--- src/rtl/traffic_light_ctrl.sv ---
`default_nettype none
// ============================================================================
//  Module      : traffic_light_ctrl
//  Description : Two-road intersection lamp sequencer with four 3-bit
//                configuration registers written from the spi_sclk domain.
//                The write strobe is synchronized into clk, edge-detected
//                and applied once per rising edge of spi_wen.
//  Revision    : 1.0 - initial release
// ============================================================================
module traffic_light_ctrl #(
    parameter int TICK_DIV     = 1000000,
    parameter int ALLRED_TICKS = 1
) (
    input  logic       clk,
    input  logic       n_rst,
    input  logic       spi_wen,
    input  logic [1:0] spi_addr,
    input  logic [2:0] spi_data,
    output logic       main_r,
    output logic       main_y,
    output logic       main_g,
    output logic       side_r,
    output logic       side_y,
    output logic       side_g,
    output logic [2:0] state,
    output logic       wr_strobe
);

    localparam int PW = (TICK_DIV > 1) ? $clog2(TICK_DIV) : 1;
    localparam logic [PW-1:0] PRESC_MAX = PW'(TICK_DIV - 1);
    localparam logic [3:0]    ALLRED_DUR = 4'(ALLRED_TICKS);

    localparam logic [2:0] S_IDLE     = 3'd0;
    localparam logic [2:0] S_M_GREEN  = 3'd1;
    localparam logic [2:0] S_M_YELLOW = 3'd2;
    localparam logic [2:0] S_M_ALLRED = 3'd3;
    localparam logic [2:0] S_S_GREEN  = 3'd4;
    localparam logic [2:0] S_S_YELLOW = 3'd5;
    localparam logic [2:0] S_S_ALLRED = 3'd6;
    localparam logic [2:0] S_BLINK    = 3'd7;

    // Lamp vector order: {main_r, main_y, main_g, side_r, side_y, side_g}
    localparam logic [5:0] LAMPS_ALLRED = 6'b100100;

    // Register file and write synchronizer
    logic          wen_m_q, wen_s_q, wen_d_q;
    logic [2:0]    ctrl_q, mgrn_q, sgrn_q, yel_q;
    logic          strobe;

    // Sequencer state
    logic [2:0]    state_q, state_d;
    logic [PW-1:0] presc_q, presc_d;
    logic [3:0]    timer_q, timer_d;
    logic          blink_q, blink_d;
    logic [5:0]    lamp_q, lamp_d;
    logic          tick;
    logic          state_change;
    logic          ctrl_run, ctrl_blink, ctrl_force;

    // A stored duration of zero stands for the longest dwell, 8 ticks
    function automatic logic [3:0] dur_ticks(input logic [2:0] v);
        return (v == 3'd0) ? 4'd8 : {1'b0, v};
    endfunction

    assign strobe     = wen_s_q & ~wen_d_q;
    assign ctrl_run   = ctrl_q[0];
    assign ctrl_blink = ctrl_q[1];
    assign ctrl_force = ctrl_q[2];

    // Bring the write strobe into clk: two-flop synchronizer plus edge-detect delay
    always_ff @(posedge clk or negedge n_rst) begin
        if (!n_rst) begin
            wen_m_q <= 1'b0;
            wen_s_q <= 1'b0;
            wen_d_q <= 1'b0;
        end else begin
            wen_m_q <= spi_wen;
            wen_s_q <= wen_m_q;
            wen_d_q <= wen_s_q;
        end
    end

    // Capture addr/data on the strobe; upstream holds them stable long enough
    // that they are settled by the time the synchronized strobe arrives
    always_ff @(posedge clk or negedge n_rst) begin
        if (!n_rst) begin
            ctrl_q <= 3'b000;
            mgrn_q <= 3'd5;
            sgrn_q <= 3'd3;
            yel_q  <= 3'd2;
        end else if (strobe) begin
            case (spi_addr)
                2'd0:    ctrl_q <= spi_data;
                2'd1:    mgrn_q <= spi_data;
                2'd2:    sgrn_q <= spi_data;
                default: yel_q  <= spi_data;
            endcase
        end
    end

    assign tick         = (presc_q == PRESC_MAX);
    assign state_change = (state_d != state_q);

    // Next-state: overrides from live CTRL first, then the timed cycle
    always_comb begin
        state_d = state_q;
        if (ctrl_force || !ctrl_run) begin
            state_d = S_IDLE;
        end else if (ctrl_blink) begin
            state_d = S_BLINK;
        end else begin
            case (state_q)
                S_IDLE:     state_d = S_M_GREEN;
                S_BLINK:    state_d = S_IDLE;
                S_M_GREEN:  if (tick && timer_q == 4'd1) state_d = S_M_YELLOW;
                S_M_YELLOW: if (tick && timer_q == 4'd1) state_d = S_M_ALLRED;
                S_M_ALLRED: if (tick && timer_q == 4'd1) state_d = S_S_GREEN;
                S_S_GREEN:  if (tick && timer_q == 4'd1) state_d = S_S_YELLOW;
                S_S_YELLOW: if (tick && timer_q == 4'd1) state_d = S_S_ALLRED;
                S_S_ALLRED: if (tick && timer_q == 4'd1) state_d = S_M_GREEN;
                default:    state_d = S_IDLE;
            endcase
        end
    end

    // Prescaler restarts on each state change so dwell is an exact tick multiple;
    // timer samples the duration only on entry; blink phase starts lit
    always_comb begin
        presc_d = (state_change || tick) ? '0 : presc_q + 1'b1;

        timer_d = timer_q;
        if (state_change) begin
            case (state_d)
                S_M_GREEN:              timer_d = dur_ticks(mgrn_q);
                S_S_GREEN:              timer_d = dur_ticks(sgrn_q);
                S_M_YELLOW, S_S_YELLOW: timer_d = dur_ticks(yel_q);
                S_M_ALLRED, S_S_ALLRED: timer_d = ALLRED_DUR;
                default:                timer_d = 4'd0;
            endcase
        end else if (tick && timer_q != 4'd0) begin
            timer_d = timer_q - 4'd1;
        end

        blink_d = blink_q;
        if (state_change)
            blink_d = 1'b1;
        else if (tick)
            blink_d = ~blink_q;
    end

    // Lamps decoded from the next state so they switch together with state
    always_comb begin
        lamp_d = LAMPS_ALLRED;
        case (state_d)
            S_M_GREEN:  lamp_d = 6'b001100;
            S_M_YELLOW: lamp_d = 6'b010100;
            S_S_GREEN:  lamp_d = 6'b100001;
            S_S_YELLOW: lamp_d = 6'b100010;
            S_BLINK:    lamp_d = {1'b0, blink_d, 1'b0, 1'b0, blink_d, 1'b0};
            default:    lamp_d = LAMPS_ALLRED;
        endcase
    end

    // Sequencer registers
    always_ff @(posedge clk or negedge n_rst) begin
        if (!n_rst) begin
            state_q <= S_IDLE;
            presc_q <= '0;
            timer_q <= 4'd0;
            blink_q <= 1'b0;
            lamp_q  <= LAMPS_ALLRED;
        end else begin
            state_q <= state_d;
            presc_q <= presc_d;
            timer_q <= timer_d;
            blink_q <= blink_d;
            lamp_q  <= lamp_d;
        end
    end

    assign {main_r, main_y, main_g, side_r, side_y, side_g} = lamp_q;
    assign state     = state_q;
    assign wr_strobe = strobe;

endmodule
`default_nettype wire

--- config.mk ---
export PLATFORM = sky130hd
export DESIGN_NAME = traffic_light_ctrl
export DESIGN_NICKNAME = d
export VERILOG_FILES = /design/src/rtl/traffic_light_ctrl.sv
export SDC_FILE = /design/constraint.sdc
export NUM_CORES = 1
export LEC_CHECK = 0
export BUFFER_PORTS_ARGS = -buffer_cell sky130_fd_sc_hd__buf_2
export CAP_MARGIN = 10
export CORE_AREA = 2 2 75 77
export DETAILED_ROUTE_END_ITERATION = 6
export DIE_AREA = 0 0 77 79
export PLACE_DENSITY = 0.81
export SETUP_SLACK_MARGIN = 0.5
export SYNTH_ARGS = -nofsm -noshare
export SYNTH_HDL_FRONTEND = slang
export SYNTH_SLANG_ARGS = --single-unit
--- constraint.sdc ---
create_clock -name clk -period 1.95 [get_ports clk]
set_input_delay 0.39 -clock clk [delete_from_list [all_inputs] [get_ports clk]]
set_output_delay 0.39 -clock clk [all_outputs]
set_load 0.005 [all_outputs]
==> flow_summary_export.csv <==
group,metric,value,unit
outcome,outcome,"finished with violations",
outcome,failed_checks,"setup timing",
power,vdd_drop_max,0.000676,V
critical_path,critPathCaptureType,"register",
power,leakagePower,1.54,nW
clocking,path_clk_slew,0.10,ns
placement,io_buffer_count,17,
logic_synthesis,ys.flop_type,"dfrtp_1",
logic_synthesis,synth-seq-cells,49,
timing,tightestPinTransition,0.629,ns
timing,rsz0062_at_grt,"yes",
logic_synthesis,synth_edf_count,0,
timing,maxSlewHeadroom,0.580,
logic_synthesis,synth_cell_types,62,
logic_synthesis,synth_nets,294,
clocking,cts_tree,"yes",
logic_synthesis,synth_fa_ha_area_frac,0.0135,
job,maxCapViolCount,0,
logic_synthesis,synth_area_per_cell,9.81,sq um
global_route,grt_pass1_vias,2506,
timing,setup_slack,-0.0309,ns
critical_path,max_stage_delay,0.59,ns
clocking,root_buffer,"clkbuf_8",
power,report.power.total,3.16,mW
floorplanning,start_util,0.520,
global_route,grt_overflow,0,
drt,routed_via_density,6.05,
floorplanning,core_area,5340,sq um
floorplanning,die_x,77,microns
critical_path,worst_setup_path_start_kind,"register",
global_route,grt_first_pass_wirelength,11900,microns
worst_hold_path,worst_hold_path_type,"primary input to register",
final_layout,design_area,3650,sq um
logic_synthesis,ys_warn_count,0,
final_layout,layout.cells.non_filler,417,
final_layout,drive_gt1_frac,0.432,
global_route,antenna_found_initial,0,
logic_synthesis,syn_inst,283,
drt,drt_wl_total,7210,microns
placement,placed_cells,395,
timing,period_share,1.02,
global_route,grt_max_degree,26,
timing,min_period,1.98,ns
logic_synthesis,synth-xor-area-share,0.0663,
drt,drtIter0Drc,204,
clocking,cts_made_buffers,5,
drt,drtAntennaViolNets,0,
drt,vias,2524,
critical_path,worstSetupPathType,"register to register",
floorplanning,rows,27,
critical_path,r2r_slack,-0.03,ns
timing,slew_viol_final,0,
logic_synthesis,synth_top_family_by_area,"simple AND/OR/NAND/NOR gates",
critical_path,cp_slowest_cell,"or4_4",
final_layout,diodes,0,
final_layout,synthToLayoutAreaGrowth,31.4,%
clocking,clock_latency,0.32,ns
final_layout,nets,355,
logic_synthesis,synth_mux_area_frac,0.0559,
power,power.density,868,nW/um^2
drt,routedWlPerCell,17.3,microns
placement,place_area,3230,sq um
floorplanning,die_h,79,microns
timing,fmax,0.505,GHz
logic_synthesis,synth-seq-area-share,0.445,
global_route,grtUsageTotal,0.250,
clocking,cts_sinks,49,
critical_path,cp.required,2.15,ns
floorplanning,pin_count,18,
critical_path,cp.arrival,2.18,ns
critical_path,path_buf_inv,1,
timing,setup_violations,2,
timing,skew,0.0147,ns
placement,place_congestion,0.898,
timing,hold_viol,0,
final_layout,final_common_cell,"dfrtp_1",
logic_synthesis,synth_compound_area_frac,0.130,
clocking,cts.path.max_buffers,2,
logic_synthesis,syn_area,2780,sq um
drt,drc_errors,0,
drt,first_pass_iters,5,
critical_path,crit_chain,"nand4b_1 > or4_4 > nor2_4 > buf_4 > a21oi_2 > o21ai_1 > a31oi_1",
logic_synthesis,synth_simple_gate_area_share,0.254,
logic_synthesis,async_flop_share,1.00,
final_layout,mostFrequentLayoutCells,"dfrtp_1 (42), buf_4 (35)",
floorplanning,die_area,6080,sq um
timing,setup-tns-final,-0.0367,ns
clocking,htree_levels,2,
placement,dpl.hpwl,4670,microns
critical_path,path_max_fanout,7,
critical_path,cp_top_family,"simple AND/OR/NAND/NOR gates",
[layout make-up]
cell class	count	area (sq um)
fillers	408	1690
inverters	10	37.5
clock inverters	2	38.8
flip-flops and latches	49	1230
repair buffers	65	510
clock buffers	6	72.6
multi-input cells	213	1660
well taps	72	90.1
[worst paths after layout]
path                                        endpoint                  from  cells after the start
worst min register to register     wen_s_q$_DFF_PN0_     wen_m_q$_DFF_PN0_                      0
worst max register to register    state[1]$_DFF_PN0_  presc_q[6]$_DFF_PN0_                      7
worst min-delay path               wen_m_q$_DFF_PN0_               spi_wen                      1
max in group asynchronous        lamp_q[5]$_DFF_PN1_                 n_rst                      3
worst max-delay path              state[1]$_DFF_PN0_  presc_q[6]$_DFF_PN0_                      7
min in group asynchronous       presc_q[5]$_DFF_PN0_                 n_rst                      2
[cells by family (layout without fill, tap and decap cells)]
group	after synthesis	in the layout
AOI/OAI and AO/OA	51	51
xor gates and xnor gates	21	21
adders and majority gates	3	3
buffers and inverters	22	83
DFF	49	49
muxes	14	14
and+or+nand+nor	123	124
[where the power goes]
| part | switching, mW | internal [mW] |
|---|---|---|
| Clock | 0.359 | 0.386 |
| Sequential | 0.134 | 1.16 |
| Combinational | 0.640 | 0.488 |
| Total | 1.13 | 2.03 |
[stage by stage]
step,worst slack [ns],hold slack [ns],util
after floorplan,0.0720,0.0944,-
after global placement,0.0648,0.315,0.605
after detailed placement,0.0000318,0.314,0.605
after CTS,0.0435,0.178,0.665
after global routing,-0.102,0.166,0.683
final,-0.0309,0.179,0.683
[sequential cells by signal, summed over array words and instances (netlist names)]
name	flops
wen_s_q	1
presc_q	20
sgrn_q	3
wen_d_q	1
timer_q	4
mgrn_q	3
wen_m_q	1
yel_q	3
lamp_q	6
blink_q	1
state	3
ctrl_q	3
[routing by layer]
| metal | part of all wire | vias to the layer above | track usage | wire length (microns) |
|---|---|---|---|---|
| li1 | - | 1138 | - | - |
| met1 | 0.43 | 1263 | 0.317 | 3090 |
| met3 | 0.054 | 22 | 0.0523 | 392 |
| met2 | 0.49 | 101 | 0.413 | 3560 |
| met4 | 0.024 | 0 | 0.116 | 172 |
| met5 | 0 | - | 0 | 0 |
[worst register-to-register path, delay by kind of cell (launching register included)]
family                 cells  cell delay (ns)
and+or+nand+nor            3             1.06
AOI/OAI and AO/OA          3             0.29
buffers and inverters      1             0.16
DFF                        1             0.38
[cells in the mapped netlist, types with 3 or more instances]
master | number | area [sq um]
xnor2_1 | 11 | 96.3
clkbuf_1 | 7 | 26.3
nand2_1 | 20 | 75.1
buf_2 | 3 | 15.0
nand3_1 | 16 | 80.1
nor3_1 | 9 | 45.0
and3_1 | 3 | 18.8
nor3b_1 | 3 | 22.5
dfstp_2 | 7 | 184
nand4_1 | 4 | 25.0
ha_1 | 3 | 37.5
nor4_1 | 3 | 18.8
a2bb2oi_1 | 3 | 26.3
a31oi_1 | 4 | 25.0
dfrtp_1 | 42 | 1050
mux2_2 | 12 | 135
o21ai_0 | 10 | 50.1
xor2_1 | 10 | 87.6
inv_1 | 10 | 37.5
nor2_1 | 37 | 139
a21oi_1 | 13 | 65.1
[what timing repair did]
action | 4_1_cts | 5_1_grt
endpoints found under the setup margin | 37 | 39
pin swaps | 7 | 5
gates cloned | 4 | 0
resized for setup | 36 | 20
hold endpoints to repair | 12 | 0
buffers inserted | 5 | 4
hold buffers | 1 | 0
No activity file was read; power rests on OpenSTA's default activity.
